[config.mk]
export PLATFORM = sky130hd
export DESIGN_NAME = pixel_stream_merge
export DESIGN_NICKNAME = d
export VERILOG_FILES = /design/src/rtl/pixel_stream_merge.sv
export SDC_FILE = /design/constraint.sdc
export NUM_CORES = 1
export LEC_CHECK = 0
export CORE_MARGIN = 1.5
export CORE_UTILIZATION = 40
export DETAILED_ROUTE_END_ITERATION = 6
export GPL_TIMING_DRIVEN = 0
export PLACE_DENSITY = 0.83
export SLEW_MARGIN = 5
export SYNTH_ARGS = -nofsm -noshare
export SYNTH_HDL_FRONTEND = slang
export SYNTH_SLANG_ARGS = --single-unit
[constraint.sdc]
create_clock -name clk -period 6.7 [get_ports clk]
set_clock_uncertainty 0.05 [all_clocks]
set_input_delay 1.34 -clock clk [delete_from_list [all_inputs] [get_ports clk]]
set_output_delay 1.34 -clock clk [all_outputs]
set_load 0.005 [all_outputs]
[src/rtl/pixel_stream_merge.sv]
// N-lane round-robin pixel stream fan-in with a registered output beat and a
// frame barrier that holds finished lanes until every lane has sent its last beat.
module pixel_stream_merge #(
  parameter int N_LANES     = 4,
  parameter int DATA_W      = 32,
  parameter int FRAME_CNT_W = 16,
  localparam int LANE_W     = (N_LANES > 1) ? $clog2(N_LANES) : 1
) (
  input  logic                        clk,
  input  logic                        rst,
  input  logic [N_LANES-1:0]          s_valid,
  output logic [N_LANES-1:0]          s_ready,
  input  logic [N_LANES*DATA_W-1:0]   s_data,
  input  logic [N_LANES-1:0]          s_last,
  output logic                        m_valid,
  input  logic                        m_ready,
  output logic [DATA_W-1:0]           m_data,
  output logic [LANE_W-1:0]           m_lane,
  output logic                        m_frame_last,
  output logic [FRAME_CNT_W-1:0]      frame_count,
  output logic [N_LANES-1:0]          lanes_done
);

  localparam logic [LANE_W:0]   N_EXT     = (LANE_W+1)'(N_LANES);
  localparam logic [LANE_W-1:0] LAST_LANE = LANE_W'(N_LANES - 1);

  logic                   r_mValid;
  logic [DATA_W-1:0]      r_mData;
  logic [LANE_W-1:0]      r_mLane;
  logic                   r_mFrameLast;
  logic [FRAME_CNT_W-1:0] r_frameCount;
  logic [N_LANES-1:0]     r_lanesDone;
  logic [LANE_W-1:0]      r_ptr;

  logic                   w_slotFree;
  logic [N_LANES-1:0]     w_eligible;
  logic                   w_found;
  logic [LANE_W-1:0]      w_grant;
  logic [N_LANES-1:0]     w_doneNext;
  logic [LANE_W-1:0]      w_ptrNext;
  logic [DATA_W-1:0]      w_selData;

  // Round-robin search: first eligible lane at or above ptr, wrapping to lane 0.
  always_comb begin
    w_slotFree = !r_mValid || m_ready;
    w_eligible = s_valid & ~r_lanesDone;
    w_found    = 1'b0;
    w_grant    = '0;
    for (int k = 0; k < N_LANES; k++) begin
      logic [LANE_W:0]   sum;
      logic [LANE_W-1:0] idx;
      sum = {1'b0, r_ptr} + (LANE_W+1)'(k);
      if (sum >= N_EXT) sum = sum - N_EXT;
      idx = sum[LANE_W-1:0];
      if (!w_found && w_eligible[idx]) begin
        w_found = 1'b1;
        w_grant = idx;
      end
    end
  end

  always_comb begin
    s_ready = '0;
    if (w_slotFree && w_found && !rst) s_ready[w_grant] = 1'b1;
    w_doneNext = r_lanesDone | (N_LANES'(1) << w_grant);
    w_ptrNext  = (w_grant == LAST_LANE) ? '0 : w_grant + 1'b1;
    w_selData  = s_data[int'(w_grant)*DATA_W +: DATA_W];
  end

  // Output slot, barrier bookkeeping and frame counter all advance on an accept.
  always_ff @(posedge clk) begin
    if (rst) begin
      r_mValid     <= 1'b0;
      r_mData      <= '0;
      r_mLane      <= '0;
      r_mFrameLast <= 1'b0;
      r_frameCount <= '0;
      r_lanesDone  <= '0;
      r_ptr        <= '0;
    end else if (w_slotFree) begin
      if (w_found) begin
        r_mValid <= 1'b1;
        r_mData  <= w_selData;
        r_mLane  <= w_grant;
        r_ptr    <= w_ptrNext;
        if (s_last[w_grant]) begin
          if (&w_doneNext) begin
            r_mFrameLast <= 1'b1;
            r_lanesDone  <= '0;
            r_frameCount <= r_frameCount + 1'b1;
          end else begin
            r_mFrameLast <= 1'b0;
            r_lanesDone  <= w_doneNext;
          end
        end else begin
          r_mFrameLast <= 1'b0;
        end
      end else begin
        r_mValid <= 1'b0;
      end
    end
  end

  assign m_valid      = r_mValid;
  assign m_data       = r_mData;
  assign m_lane       = r_mLane;
  assign m_frame_last = r_mFrameLast;
  assign frame_count  = r_frameCount;
  assign lanes_done   = r_lanesDone;

endmodule

=== After elaboration in Yosys (flattened, before gate mapping) ===
Cells that the tools add are included.

* Register bits after elaboration: 58
* Input bits: 139

* Shifts and indexed selects: 2
* Bitwise gates (word level): 3
* $add $sub $neg: 9
* Magnitude comparators: 10
* Equality and inequality tests: 1
* Mux-type cells: 30
* Reduce and logical (&&, ||, !) cells: 16

{| class="wikitable"
|+ Operators with widths
! operator !! number
|-
| indexed part select 128 x 8 -> 32 bit || 1
|-
| two-way mux 2 bit || 9
|-
| adder 16 x 1 -> 16 bit (second input constant) || 1
|-
| less-than comparator 2 x 3 -> 1 bit (second input constant) || 5
|-
| two-way mux 1 bit || 13
|-
| binary-select mux 1 bit (select 2 bit) || 5
|-
| greater-or-equal comparator 3 bit (second input constant) || 3
|-
| two-way mux 4 bit || 2
|-
| subtractor 2 x 1 -> 2 bit (second input constant) || 4
|-
| AND reduction 7 bit || 1
|-
| adder 2 x 2 -> 3 bit (second input constant) || 2
|-
| logical AND 1 bit || 6
|-
| logical NOT 1 bit || 5
|-
| AND 4 bit || 1
|-
| NOT 4 bit || 1
|-
| OR 4 bit || 1
|-
| AND reduction 4 bit || 1
|-
| << shifter 1 x 2 -> 4 bit (first input constant) || 1
|-
| adder 2 x 1 -> 3 bit (second input constant) || 1
|-
| greater-or-equal comparator 2 x 3 -> 1 bit (second input constant) || 1
|-
| AND reduction 3 bit || 1
|-
| adder 2 x 1 -> 2 bit (second input constant) || 1
|-
| demux 1 bit (select 2 bit) || 1
|-
| == test 2 bit (second input constant) || 1
|-
| other kinds (3) || 3
|}

=== Logic depth before layout (Yosys ltp) ===
Gate-level depths: netlist of the first run.

* Depth in word-level cells: 19
* Depth in mapped cells: 12
* Depth with buffers taken out: 10

=== Worst setup path after synthesis of the first run ===
OpenSTA, ideal clock, no wires.

* Path kind: input to output
* Start point: in s_valid[1]
* End point: out s_ready[2]
* Arrival: 2.837 ns
* Stages: 8
* Slack: 2.473 ns
* Cells stage by stage: nor2b_1 nor3_1 a211o_1 buf_6 buf_2 buf_2 ha_1 nor3b_1

* Longest elaborated chain between the ends: 18

{| class="wikitable"
|+ Ends and longest elaborated chain
! what !! RTL line !! RTL
|-
| start, declared || 11 || <nowiki>input logic [N_LANES-1:0] s_valid,</nowiki>
|-
| AND 4 bit * || 46 || <nowiki>w_eligible = s_valid & ~r_lanesDone;</nowiki>
|-
| binary-select mux 1 bit (select 2 bit) || 55 || <nowiki>if (!w_found && w_eligible[idx]) begin</nowiki>
|-
| two-way mux 1 bit (not written as such) || 55 ||
|-
| two-way mux 1 bit || 55 ||
|-
| logical NOT 1 bit || 55 ||
|-
| logical AND 1 bit || 55 ||
|-
| two-way mux 1 bit || 55 ||
|-
| logical NOT 1 bit || 55 ||
|-
| [... 2 more ...] || -- ||
|-
| logical NOT 1 bit || 55 ||
|-
| logical AND 1 bit || 55 ||
|-
| two-way mux 2 bit || 55 ||
|-
| less-than comparator 2 x 3 -> 1 bit (not written as such) / greater-or-equal comparator 2 x 1 -> 1 bit (equally long branches) || 64 || <nowiki>if (w_slotFree && w_found && !rst) s_ready[w_grant] = 1'b1;</nowiki>
|-
| logical AND 1 bit (not written as such) || 64 ||
|-
| two-way mux 1 bit (not written as such) || 64 ||
|-
| demux 1 bit (select 2 bit) || 64 ||
|-
| two-way mux 4 bit * || 64 ||
|-
| end, declared || 12 || <nowiki>output logic [N_LANES-1:0] s_ready,</nowiki>
|}

Every way passes the cells marked *; elsewhere a longest branch is shown, timed or not. The select of a mux whose other input is x is not followed.

=== Final worst setup path of the first run ===
* Start point: in s_valid[1]
* End point: out s_ready[1]

Same word-level chain as after synthesis.

==> results.yml, run 1 <==
clocking:
  post-cts-setup-buffers: 0
  cts_made_buffers: 9
  cts.repair.resized: 0
  htree_num_levels: 3
  holdBufCountCts: 0
  root_buffer: "clkbuf_8"
  clock-sinks: 58
  cts.reportedPaths.clkPinSlew_ns: 0.06
  clock_path_buffers: 2
  clk_latency_ns: 0.33
  cts_tree: "yes"
timing:
  hold_viol: 0
  fmax_mhz: 170
  worstMarginPinSlew_ns: 1.03
  setup_violations: 0
  rsz0062_at_grt: "false"
  period_share_pct: 87.6
  hold_ws_ns: 0.425
  fin_setup_tns_ns: 0
  finalCriticalPeriod_ns: 5.87
  relSlewSlack_pct: 30.7
  drv_slew: 0
yosys:
  ys_seq_area_share_pct: 36.0
  synth_area_sq_mm: 0.00323
  synth_area_leaders: "dfxtp_1 (36%), mux4_2 (13%), a22oi_1 (6.1%)"
  synth.top_cell.area_share_pct: 36.0
  synthSimpleGateAreaFrac_pct: 20.9
  yosysUniqueCellTypes: 44
  synth_top_family_by_area: "simple AND/OR/NAND/NOR gates"
  synth_top_area_cell: "dfxtp_1"
  synthAdderAreaFrac_pct: 0.776
  synth_edf_count: 0
  synth-seq-cells: 58
  syn_inst: 349
  synth_ff_type: "dfxtp_1"
  yosys.area_share.xor_xnor_pct: 0
  synth_fp_nets: 490
  async_reset_ff_share_pct: 0
  synth_mux_area_share_pct: 18.8
  synth_area_per_cell_sq_um: 9.24
  synth_compound_area_share_pct: 18.9
  ys.warnings.count: 0
route:
  antenna_left: 0
  vias_per_cell: 5.54
  drt-total-wl_um: 11400
  first_pass_iters: 4
  drt-initial-drc-count: 131
  vias: 3672
  wl_per_cell_um: 17.2
  post-route-drc-count: 0
global_routing:
  grt_overflow: 0
  groute.usage.overall_pct: 26.2
  grt_pass1_vias: 3702
  grt_max_degree: 11
  antenna_found_initial: 0
  grt_pass1_wl_um: 17700
worst_hold_path:
  worstHoldStart: "m_lane[0]"
  holdCritPathClass: "register to register"
power_and_ir_drop:
  p_leak_nw: 1.96
  power_density_mw_per_mm2: 253
  irDropWorstVdd_uv: 152
die:
  design.die.area_sq_mm: 0.00861
  rows: 32
  die_x_um: 92.8
  io_pins: 199
  start_util_pct: 41.5
  design.core.area_sq_mm: 0.00777
  die_y_um: 92.8
setup_path:
  path_buf_inv: 4
  cp_top_family: "buffers and inverters"
  startpoint_type: "input pin"
  setup.worst_path.start: "s_valid[1]"
  slowest_stage: "nor4_1"
  crit_required_ns: 5.31
  end_kind: "output port"
  crit_chain: "clkdlybuf4s50_1, nor2b_1, o21ba_2, o21ai_4, inv_2, nor4_1, buf_2, clkdlybuf4s50_1"
  r2r-start: "lanes_done[0]"
  path_class: "input pin to output port"
  path_common_cell: "clkdlybuf4s50_1"
  critPathArrivalTime_ns: 4.48
  cp_max_fo: 10
  max_stage_delay_ns: 0.87
layout:
  syn_to_final_growth_pct: 70.9
  fin_nets: 698
  n_antenna_cell: 0
  mostFrequentLayoutCell: "clkdlybuf4s50_1"
  drive_above_1_share_pct: 12.3
  layout_common_cells: "clkdlybuf4s50_1 (197), dfxtp_1 (58), nor2_1 (52), nor3_1 (26), a22oi_1 (26)"
run_status:
  status: "finished clean"
placement:
  dp_hpwl_um: 9130
  numPortBuffers: 197
  gp_congestion: 0.853
run:
  drv_cap: 0
==> sequential cells by signal (all words and copies together), names as in the netlist <==
register and count:
frame_count 16, lanes_done 4, m_data 32, m_frame_last 1
m_lane 2, m_valid 1, r_ptr 2
==> worst min-delay path: stages, from the launching register on <==
cell	delay [ns]
dfxtp_1	0.32
nand2_1	0.06
a21oi_1	0.06
==> Yosys cell counts, types with 2 or more instances <==
| library cell | count |
|---|---|
| buf_6 | 2 |
| nor3_2 | 2 |
| nand4_1 | 3 |
| o21ai_0 | 16 |
| dfxtp_1 | 58 |
| inv_1 | 4 |
| clkbuf_1 | 15 |
| mux2i_1 | 2 |
| buf_2 | 9 |
| or4_1 | 12 |
| nand2b_1 | 3 |
| a22oi_1 | 26 |
| nand3_1 | 4 |
| nor3_1 | 26 |
| buf_1 | 2 |
| nand2_1 | 12 |
| mux4_2 | 19 |
| nand2b_4 | 2 |
| o22ai_1 | 2 |
| a21oi_1 | 21 |
| or3_1 | 3 |
| nor2_1 | 52 |
| nor4_1 | 3 |
| ha_1 | 2 |
| nor2b_1 | 5 |
| o31ai_1 | 13 |
| mux2_2 | 14 |
==> area by class of cell <==
class | count | area, sq um
Timing Repair Buffer | 197 | 1970
Fill cell | 592 | 2250
Multi-Input combinational cell | 258 | 1910
Tap cell | 102 | 128
Clock buffer | 13 | 179
Inverter | 5 | 18.8
Sequential cell | 58 | 1160
Clock inverter | 2 | 10.0
Buffer | 28 | 131
==> final timing paths <==
check | endpoint | slack [ns] | cells past startpoint
setup / recovery | s_ready[1] | 0.83 | 8
hold / removal | m_lane[0] | 0.42 | 2
setup reg to reg | frame_count[6] | 3.48 | 11
hold reg to reg | m_lane[0] | 0.42 | 2
==> power by group <==
| group | internal [mW] | switching, mW | total [mW] | leakage [nW] |
|---|---|---|---|---|
| clock | 0.171 | 0.132 | 0.304 | 0.101 |
| combinational | 0.369 | 0.277 | 0.645 | 1.38 |
| sequential | 0.406 | 0.0415 | 0.448 | 0.477 |
==> layer usage <==
| layer | share of wire, % | up-vias | GRT usage [%] |
|---|---|---|---|
| li1 | - | 1740 | - |
| met1 | 38 | 1764 | 29.8 |
| met2 | 54 | 152 | 47.5 |
| met3 | 6.9 | 16 | 5.99 |
| met4 | 1.9 | 0 | 9.09 |
| met5 | 0 | - | 0 |
==> cell families after synthesis <==
kind of cell,after synthesis
AO/OA/AOI/OAI,89
adder cells (fa/ha/maj),2
AND/OR/NAND/NOR,132
multiplexers,35
buffers and inverters,33
flip-flops,58
==> through the flow <==
| stage | cells | instance area (sq um) | power [mW] | utilization (%) | setup slack, ns |
|---|---|---|---|---|---|
| floorplan | 349 | 3230 | 0.809 | - | 2.47 |
| global placement | 648 | 5330 | 1.08 | 68.6 | 0.892 |
| detailed placement | 648 | 5330 | 1.10 | 68.6 | 0.907 |
| CTS | 663 | 5510 | 1.40 | 71.0 | 0.879 |
| global route | 663 | 5510 | 1.47 | 71.0 | 0.730 |
| finish | 663 | 5510 | 1.40 | 71.0 | 0.833 |
(Power assumes the default switching activity.)
==> inputs of run 2 (changes only) <==
MAX_ROUTING_LAYER = met4   (was not set)
==> results.yml, run 2 (synthesized netlist as in run 1, its figures left out) <==
power_and_ir_drop:
  p_leak_nw: 1.96
  power_frac_clock_pct: 21.9
  p_total_mw: 1.40
  power.internal_mw: 0.946
  power.switching_mw: 0.452
  swShare_pct: 32.3
  pwr-share-comb_pct: 46.1
  pwr-share-seq_pct: 32.0
  irDropWorstVdd_uv: 151
  power_density_mw_per_mm2: 254
route:
  first_pass_iters: 4
  antenna_left: 0
  drt-total-wl_um: 11400
  vias: 3687
  drt-initial-drc-count: 137
  wl_per_cell_um: 17.1
  post-route-drc-count: 0
  vias_per_cell: 5.56
worst_hold_path:
  holdCritPathClass: "register to register"
timing:
  worstMarginPinSlew_ns: 0.988
  setup_violations: 0
  drv_slew: 0
  fin_setup_tns_ns: 0
  fmax_mhz: 172
  rsz0062_at_grt: "false"
  finalCriticalPeriod_ns: 5.83
  period_share_pct: 87.0
  relSlewSlack_pct: 33.5
  hold_viol: 0
  worst_slack_ns: 0.874
die:
  rows: 32
  die_y_um: 92.8
  design.die.area_sq_mm: 0.00861
  io_pins: 199
  start_util_pct: 41.5
  die_x_um: 92.8
  design.core.area_sq_mm: 0.00777
layout:
  n_antenna_cell: 0
  largest_reg_flops: 32
  fill_cells: 592
  fin_nets: 698
  layout_common_cells: "clkdlybuf4s50_1 (197), dfxtp_1 (58), nor2_1 (52), nor3_1 (26), a22oi_1 (26)"
  syn_to_final_growth_pct: 70.9
  final_cells: 663
  drive_above_1_share_pct: 12.3
  mostFrequentLayoutCell: "clkdlybuf4s50_1"
clocking:
  clk_latency_ns: 0.34
  root_buffer: "clkbuf_8"
  clock_path_buffers: 2
  holdBufCountCts: 0
  cts_tree: "yes"
  cts.reportedPaths.clkPinSlew_ns: 0.06
  clock-sinks: 58
  post-cts-setup-buffers: 0
  htree_num_levels: 3
  cts_made_buffers: 9
  cts.repair.resized: 0
run:
  drv_cap: 0
global_routing:
  groute.usage.overall_pct: 26.9
  grt_max_degree: 11
  grt_pass1_vias: 3709
  grt_overflow: 0
  antenna_found_initial: 0
  grt_pass1_wl_um: 17700
setup_path:
  critPathArrivalTime_ns: 4.44
  startpoint_type: "input pin"
  cp_max_fo: 10
  path_class: "input pin to output port"
  crit_required_ns: 5.31
  end_kind: "output port"
placement:
  place_inst: 648
  numPortBuffers: 197
  gp_congestion: 0.867
  dp_slack_ns: 0.907
  dp_hpwl_um: 9130
run_status:
  status: "finished clean"
==> run 2: cell counts in the layout (fill, tap and decap cells not counted) <==
Identical to the previous run, type by type.
==> run 2: cell type report <==
type | instances | area, sq um | area share, %
flip-flops and latches | 58 | 1160 | 21.1
clock buffers | 13 | 179 | 3.24
well taps | 102 | 128 | 2.31
clock inverters | 2 | 10.0 | 0.182
multi-input cells | 258 | 1910 | 34.7
inverters | 5 | 18.8 | 0.340
repair buffers | 197 | 1970 | 35.8
plain buffers | 28 | 131 | 2.38
==> run 2: routing by layer <==
| metal | part of all wire, % | global-route usage [%] | vias to the layer above |
|---|---|---|---|
| li1 | - | - | 1738 |
| met1 | 38 | 30.7 | 1752 |
| met2 | 53 | 47.4 | 174 |
| met3 | 6.6 | 5.25 | 23 |
| met4 | 2.2 | 8.33 | 0 |
| met5 | 0 | - | - |
==> run 2: critical path, stage by stage <==
cell,delay (ns)
clkdlybuf4s50_1,0.45
nor2b_1,0.24
o21ba_2,0.22
o21ai_4,0.29
inv_2,0.17
nor4_1,0.83
buf_2,0.35
clkdlybuf4s50_1,0.53
==> run 2: path summary, 6_finish.rpt <==
| path | slack (ns) | end | startpoint | depth (start not counted) |
|---|---|---|---|---|
| setup reg to reg | 3.48 | frame_count[6] | lanes_done[0] | 11 |
| setup / recovery | 0.87 | s_ready[1] | s_valid[1] | 8 |
| hold / removal | 0.42 | m_lane[0] | m_lane[0] | 2 |
| hold reg to reg | 0.42 | m_lane[0] | m_lane[0] | 2 |
==> run 2: metrics by stage <==
stage / area, sq um / util (%) / hold slack, ns
final: 5510 / 71.0 / 0.423
after global routing: 5510 / 71.0 / 0.446
after CTS: 5510 / 71.0 / 0.425
after detailed placement: 5330 / 68.6 / 0.416
after global placement: 5330 / 68.6 / 0.399
after floorplan: 3230 / - / 0.403
==> run 2: power by group through the flow <==
stage | registers, mW | clock network, mW | logic (mW)
after floorplan | 0.452 | 0 | 0.357
after global routing | 0.455 | 0.326 | 0.693
final | 0.448 | 0.306 | 0.645
after global placement | 0.450 | 0 | 0.632
after CTS | 0.446 | 0.305 | 0.650
after detailed placement | 0.453 | 0 | 0.646
==> inputs of run 3 (changes only) <==
SETUP_SLACK_MARGIN = 0.2   (was not set)
==> results of run 3 <==
Final layout, timing and power as in run 2 (identical DEF).
